**src/rtl/reg_piso_serializer.sv**
```systemverilog
// reg_piso_serializer
// Parallel-in / serial-out stage fed by the 8-bit parallel register.
// A word is accepted over a valid/ready handshake while idle and shifted out
// MSB first, one bit per clock, with ser_valid marking each bit. busy covers
// the serial frame and done pulses for one cycle after it.
//
// Optional build macro: REG_PISO_PARITY_EN
//   defined   - an even-parity bit (XOR of the captured word) is appended as
//               one extra serial bit after the data bits.
//   undefined - the frame is exactly WIDTH bits and no parity flop exists.

module reg_piso_serializer #(
    parameter int WIDTH = 8
) (
    input  logic             clk,
    input  logic             rst_n,
    input  logic [WIDTH-1:0] d_in,
    input  logic             in_valid,
    output logic             in_ready,
    output logic             ser_out,
    output logic             ser_valid,
    output logic             busy,
    output logic             done
);

    localparam int CW = (WIDTH > 1) ? $clog2(WIDTH) : 1;
    localparam logic [CW-1:0] LAST = CW'(WIDTH - 1);

    localparam logic [1:0] IDLE   = 2'd0;
    localparam logic [1:0] SHIFT  = 2'd1;
`ifdef REG_PISO_PARITY_EN
    localparam logic [1:0] PARITY = 2'd2;
`endif
    localparam logic [1:0] DONE   = 2'd3;

    logic [1:0]       state;
    logic [1:0]       state_nxt;
    logic [WIDTH-1:0] shreg;
    logic [CW-1:0]    cnt;
    logic             take;
`ifdef REG_PISO_PARITY_EN
    logic             parity_q;
`endif

    assign take = in_valid & in_ready;

    // Next-state selection for the frame sequencer
    always_comb begin
        state_nxt = state;
        case (state)
            IDLE: begin
                if (take) begin
                    state_nxt = SHIFT;
                end
            end
            SHIFT: begin
                if (cnt == LAST) begin
`ifdef REG_PISO_PARITY_EN
                    state_nxt = PARITY;
`else
                    state_nxt = DONE;
`endif
                end
            end
`ifdef REG_PISO_PARITY_EN
            PARITY: begin
                state_nxt = DONE;
            end
`endif
            DONE: begin
                state_nxt = IDLE;
            end
            default: begin
                state_nxt = IDLE;
            end
        endcase
    end

    // State register
    always_ff @(posedge clk or negedge rst_n) begin
        if (!rst_n) begin
            state <= IDLE;
        end else begin
            state <= state_nxt;
        end
    end

    // Capture on handshake, then shift left with zero fill while serializing;
    // the counter saturates at the last bit index so it never wraps
    always_ff @(posedge clk or negedge rst_n) begin
        if (!rst_n) begin
            shreg <= '0;
            cnt   <= '0;
        end else if (take) begin
            shreg <= d_in;
            cnt   <= '0;
        end else if (state == SHIFT) begin
            shreg <= {shreg[WIDTH-2:0], 1'b0};
            if (cnt != LAST) begin
                cnt <= cnt + 1'b1;
            end
        end
    end

`ifdef REG_PISO_PARITY_EN
    // Even parity of the captured word, held for the trailing parity bit
    always_ff @(posedge clk or negedge rst_n) begin
        if (!rst_n) begin
            parity_q <= 1'b0;
        end else if (take) begin
            parity_q <= ^d_in;
        end
    end
`endif

    // Status and serial outputs decoded from state; in_ready is also gated by
    // rst_n so it reads 0 throughout reset even though the state is IDLE
    always_comb begin
        in_ready  = 1'b0;
        ser_out   = 1'b0;
        ser_valid = 1'b0;
        busy      = 1'b0;
        done      = 1'b0;
        case (state)
            IDLE: begin
                in_ready = rst_n;
            end
            SHIFT: begin
                busy      = 1'b1;
                ser_valid = 1'b1;
                ser_out   = shreg[WIDTH-1];
            end
`ifdef REG_PISO_PARITY_EN
            PARITY: begin
                busy      = 1'b1;
                ser_valid = 1'b1;
                ser_out   = parity_q;
            end
`endif
            DONE: begin
                done = 1'b1;
            end
            default: begin
                in_ready = 1'b0;
            end
        endcase
    end

endmodule

```
**config.mk**
```make
export PLATFORM = sky130hd
export DESIGN_NAME = reg_piso_serializer
export DESIGN_NICKNAME = d
export VERILOG_FILES = /design/src/rtl/reg_piso_serializer.sv
export SDC_FILE = /design/constraint.sdc
export NUM_CORES = 1
export LEC_CHECK = 0
export BUFFER_PORTS_ARGS = -buffer_cell sky130_fd_sc_hd__clkbuf_2
export CAP_MARGIN = 20
export CORE_AREA = 2 2 41 43
export CTS_BUF_LIST = sky130_fd_sc_hd__clkbuf_4
export DETAILED_ROUTE_END_ITERATION = 10
export DIE_AREA = 0 0 43 45
export GPL_TIMING_DRIVEN = 1
export PLACE_DENSITY = 0.7
export SETUP_SLACK_MARGIN = 0.05
export SLEW_MARGIN = 25
export SYNTH_ARGS = -nofsm -noshare
export SYNTH_HDL_FRONTEND = slang
export SYNTH_SLANG_ARGS = --single-unit
```
**constraint.sdc**
```tcl
create_clock -name clk -period 1.33 [get_ports clk]
set_input_delay 0 -clock clk [delete_from_list [all_inputs] [get_ports clk]]
set_output_delay 0 -clock clk [all_outputs]
set_load 0.01 [all_outputs]
```
Word-level counts from Yosys, hierarchy flattened
Cells that the tools add are included.
W data, S select, Z words.

cells by class
  $add $sub $neg = 1
  multipliers = 0
  div/mod/pow operators = 0
  order comparisons = 0
  eq/ne operators = 6
  shift-type cells = 0
  multiplexer cells = 12
  bitwise logic cells = 1
  reductions and logical operators = 5

operator list
  kind                   count
  $mux W8                2
  $mux W3                3
  $mux W1                4
  $mux W2                2
  $ne A2 B2 Y1 const B   2
  $pmux W2 S2            1
  $reduce_and A2 Y1      2
  $reduce_bool A2 Y1     2
  $add A3 B1 Y3 const B  1
  $eq A3 B3 Y1 const B   1
  $ne A3 B3 Y1 const B   1
  $eq A2 B1 Y1 const B   1
  $eq A2 B2 Y1 const B   1
  $logic_not A2 Y1       1
  $and A1 B1 Y1          1

word-level totals
  flip-flop bits (word level) = 13
  latch bits = 0
  RAM bits = 0
  bits in read-only memories = 0
  bits of input ports = 11
  output and inout bits = 5
  memories = 0

Depth between registers and ports, before layout
  depth after elaboration = 5
  gate-level depth with buffers = 5

Worst setup path after synthesis
No wires, ideal clock.

  path kind = register -> register
  from = register cnt[0]
  to = register cnt[0]
  library setup time = 0.119 ns
  arrival time = 1.204 ns
  setup slack = 0.007 ns
  stages on the path, launching flop included = 6
  buffers on the path = 0
  cell sequence = dfrtp_1 > ha_1 > ha_1 > nor3b_2 > xnor2_1 > nor2_1

between the ends
  word-level cells in the longest chain between the ends = 4
  elaborated cells between the ends (all ways) = 7
  classes of those cells = add/sub: 1; eq/ne: 1; mux: 3; reduce/logical: 2

RTL lines
  element                 RTL line  RTL
  from (decl)             39        logic [CW-1:0] cnt;
  from (signal assigned)  100       cnt <= cnt + 1'b1;
  $add A3 B1 Y3           100
  $mux W3                 99        if (cnt != LAST) begin
  $mux W3                 97        end else if (state == SHIFT) begin
  $mux W3                 94        end else if (take) begin

Several ways; a longest one is shown, not always the timed one. The select of a mux whose other input is x is not followed.
A chain may end at the register's enable or synchronous reset.

Worst setup path after layout
Same ends and word-level chain as after synthesis.

==> impl_metrics.ini <==
[yosys]
ys_types = 17
synthCells = 60
synth_seq_cells = 13
yosysSeqAreaShare_pct = 50.2
synth_warnings = 0
syn_area_um2 = 648
synth.avg_cell_area_um2 = 10.8
syn_nets = 73

[worst_setup_path]
reg2reg_slack_ps = 50
worstSetupEndpointType = register
reg2reg_from = cnt[0]
crit_end = cnt[0]
cp-startpoint = cnt[0]
r2r-end = cnt[0]
critPathKind = register to register
crit_arrival_ps = 1450
reg2reg_depth = 5
cp.required_ps = 1490
crit_path_start_kind = register
cp_max_fo = 3

[final_layout]
area_growth_pct = 39.0
post-route-cell-area_um2 = 901
drive_above_1_share_pct = 35.6
postLayoutCoreUtil_pct = 61.2
multi_input_area_um2 = 309
final_cell_mix = clkbuf_2 (15), dfrtp_1 (13), nand2_1 (11)
num_antenna_cells = 0
regArea_um2 = 325
nFillCells = 140
final_common_cell = clkbuf_2
final_nets = 104

[floorplanning]
initial_core_util_pct = 44.0
die_height_um = 45
die_w_um = 43
rows = 14
io_pins = 16
die-area_um2 = 1940
core_um2 = 1470

[cts]
root_buffer = clkbuf_4
cts_tree = done
cts-htree-levels = 1
cts.clk_slew.worst_paths_ps = 80
cts_buffers = 3
clk_path_buf_depth = 2
cts.sinks = 13
clkLatencyLatePin_ps = 270

[detailed_routing]
routed_wl_um = 1250
drc = 0
dr_total_vias = 516
drt_iter0_drc = 6
drt-pass1-iter-count = 4
post_drt_wl_per_cell_um = 11.8
vias_per_cell = 4.87
drtAntennaViolNets = 0

[timing]
relSlewSlack_pct = 83.6
slew_viol_final = 0
final_hold_viol_count = 0
fin_crit_sh_pct = 96.5
fin_crit_ps = 1280
finalSetupViolCount = 0
rsz0062_at_grt = true
fin_hold_ws_ps = 209
fin_worst_skew_ps = 4.47
fmax_mhz = 779
tightest_slew_ps = 246

[pwr]
power_leakage_nw = 0.437
p_total_mw = 1.71
vdd.ir_drop.worst_uv = 979
power-per-cell-area_nw_per_um2 = 1900

[placed_design]
placed_cell_area_um2 = 738
place_hpwl_um = 805
place.gp.congestion = 0.681
port_buffers = 15

[grt]
antenna_found_initial = 0
grt_pass1_vias = 497
grt_max_degree = 21
track_usage_pct = 15.6
overflow = 0
grt_pass1_wl_um = 2140

[job]
max_cap_violations = 0

[min_path]
hold_class = primary input to asynchronous set/reset pin

[outcome]
status = complete, no violations
[per-stage QoR]
step / instances / setup slack, ps / TNS, ps
after floorplan: 60 / 58.4 / 0
after global placement: 91 / 34.0 / 0
after detailed placement: 91 / -21.6 / -21.6
after CTS: 106 / 16.4 / 0
after global routing: 106 / -43.3 / -99.4
final: 106 / 46.0 / 0
[worst max-delay path: stages, from the launching register on]
cell,delay [ps]
dfrtp_1,390
ha_2,200
ha_4,170
nor3b_4,210
xnor2_1,150
nor2_1,50
[area by class of cell]
class                      count  area share, %
clock buffer                   3           2.50
clock inverter                 1          0.556
inverter                       1          0.972
multi-input combinational     42           34.3
sequential                    13           36.1
tap                           16           2.22
timing repair buffer          30           23.3
[per-layer routing]
layer / routed length [um] / GRT usage [%]
met1: 607 / 19.6
met2: 589 / 24.8
met3: 58 / 6.00
met5: 0 / 0
met4: 0 / 5.45
[flip-flops by register name (all words and copies together) (netlist names)]
name / cells
state: 2
shreg: 8
cnt: 3
[kinds of logic (layout without fill, tap and decap cells)]
group / after synthesis / in the layout / share of synthesized area [%]
simple gates: 20 / 20 / 17.4
compound gates: 12 / 12 / 9.27
mux: 7 / 7 / 10.8
buf+inv: 5 / 35 / 7.14
fa+ha+maj: 2 / 2 / 3.86
xor+xnor: 1 / 1 / 1.35
flops: 13 / 13 / 50.2
[repair_timing]
action / 4_1_cts / 5_1_grt
pin swaps: 3 / 2
setup endpoints to repair: 4 / 5
hold buffers: 9 / 0
buffers inserted: 2 / 0
hold endpoints to repair: 21 / 0
gates resized for setup: 4 / 2
[synth_stat cells]
master	count	area (um^2)
a21oi_1	2	10.0
buf_6	2	22.5
and2_1	3	18.8
inv_6	1	8.76
nor2_1	1	3.75
o21ai_1	10	50.1
nor3b_1	1	7.51
mux2i_1	7	70.1
nor3b_2	1	12.5
nand2_1	11	41.3
dfrtp_1	13	325
xnor2_1	1	8.76
buf_4	2	15.0
and4bb_4	1	16.3
nand2b_1	1	6.26
ha_1	2	25.0
or2_1	1	6.26
[report_power, final]
part           switching (mW)  internal (mW)
clock network           0.131          0.111
registers              0.0992          0.549
logic                   0.382          0.438
total                   0.612           1.10
[worst min-delay path by stage]
stage	start	endpoint	cells after the start
6_report	rst_n	cnt[0]	3
5_1_grt	in_valid	cnt[0]	3
4_1_cts	in_valid	cnt[0]	3
3_5_place_dp	rst_n	state[1]	2
3_3_place_gp	rst_n	state[1]	2
2_1_floorplan	rst_n	cnt[0]	0
Note: power is estimated with default switching activity, not from simulation.
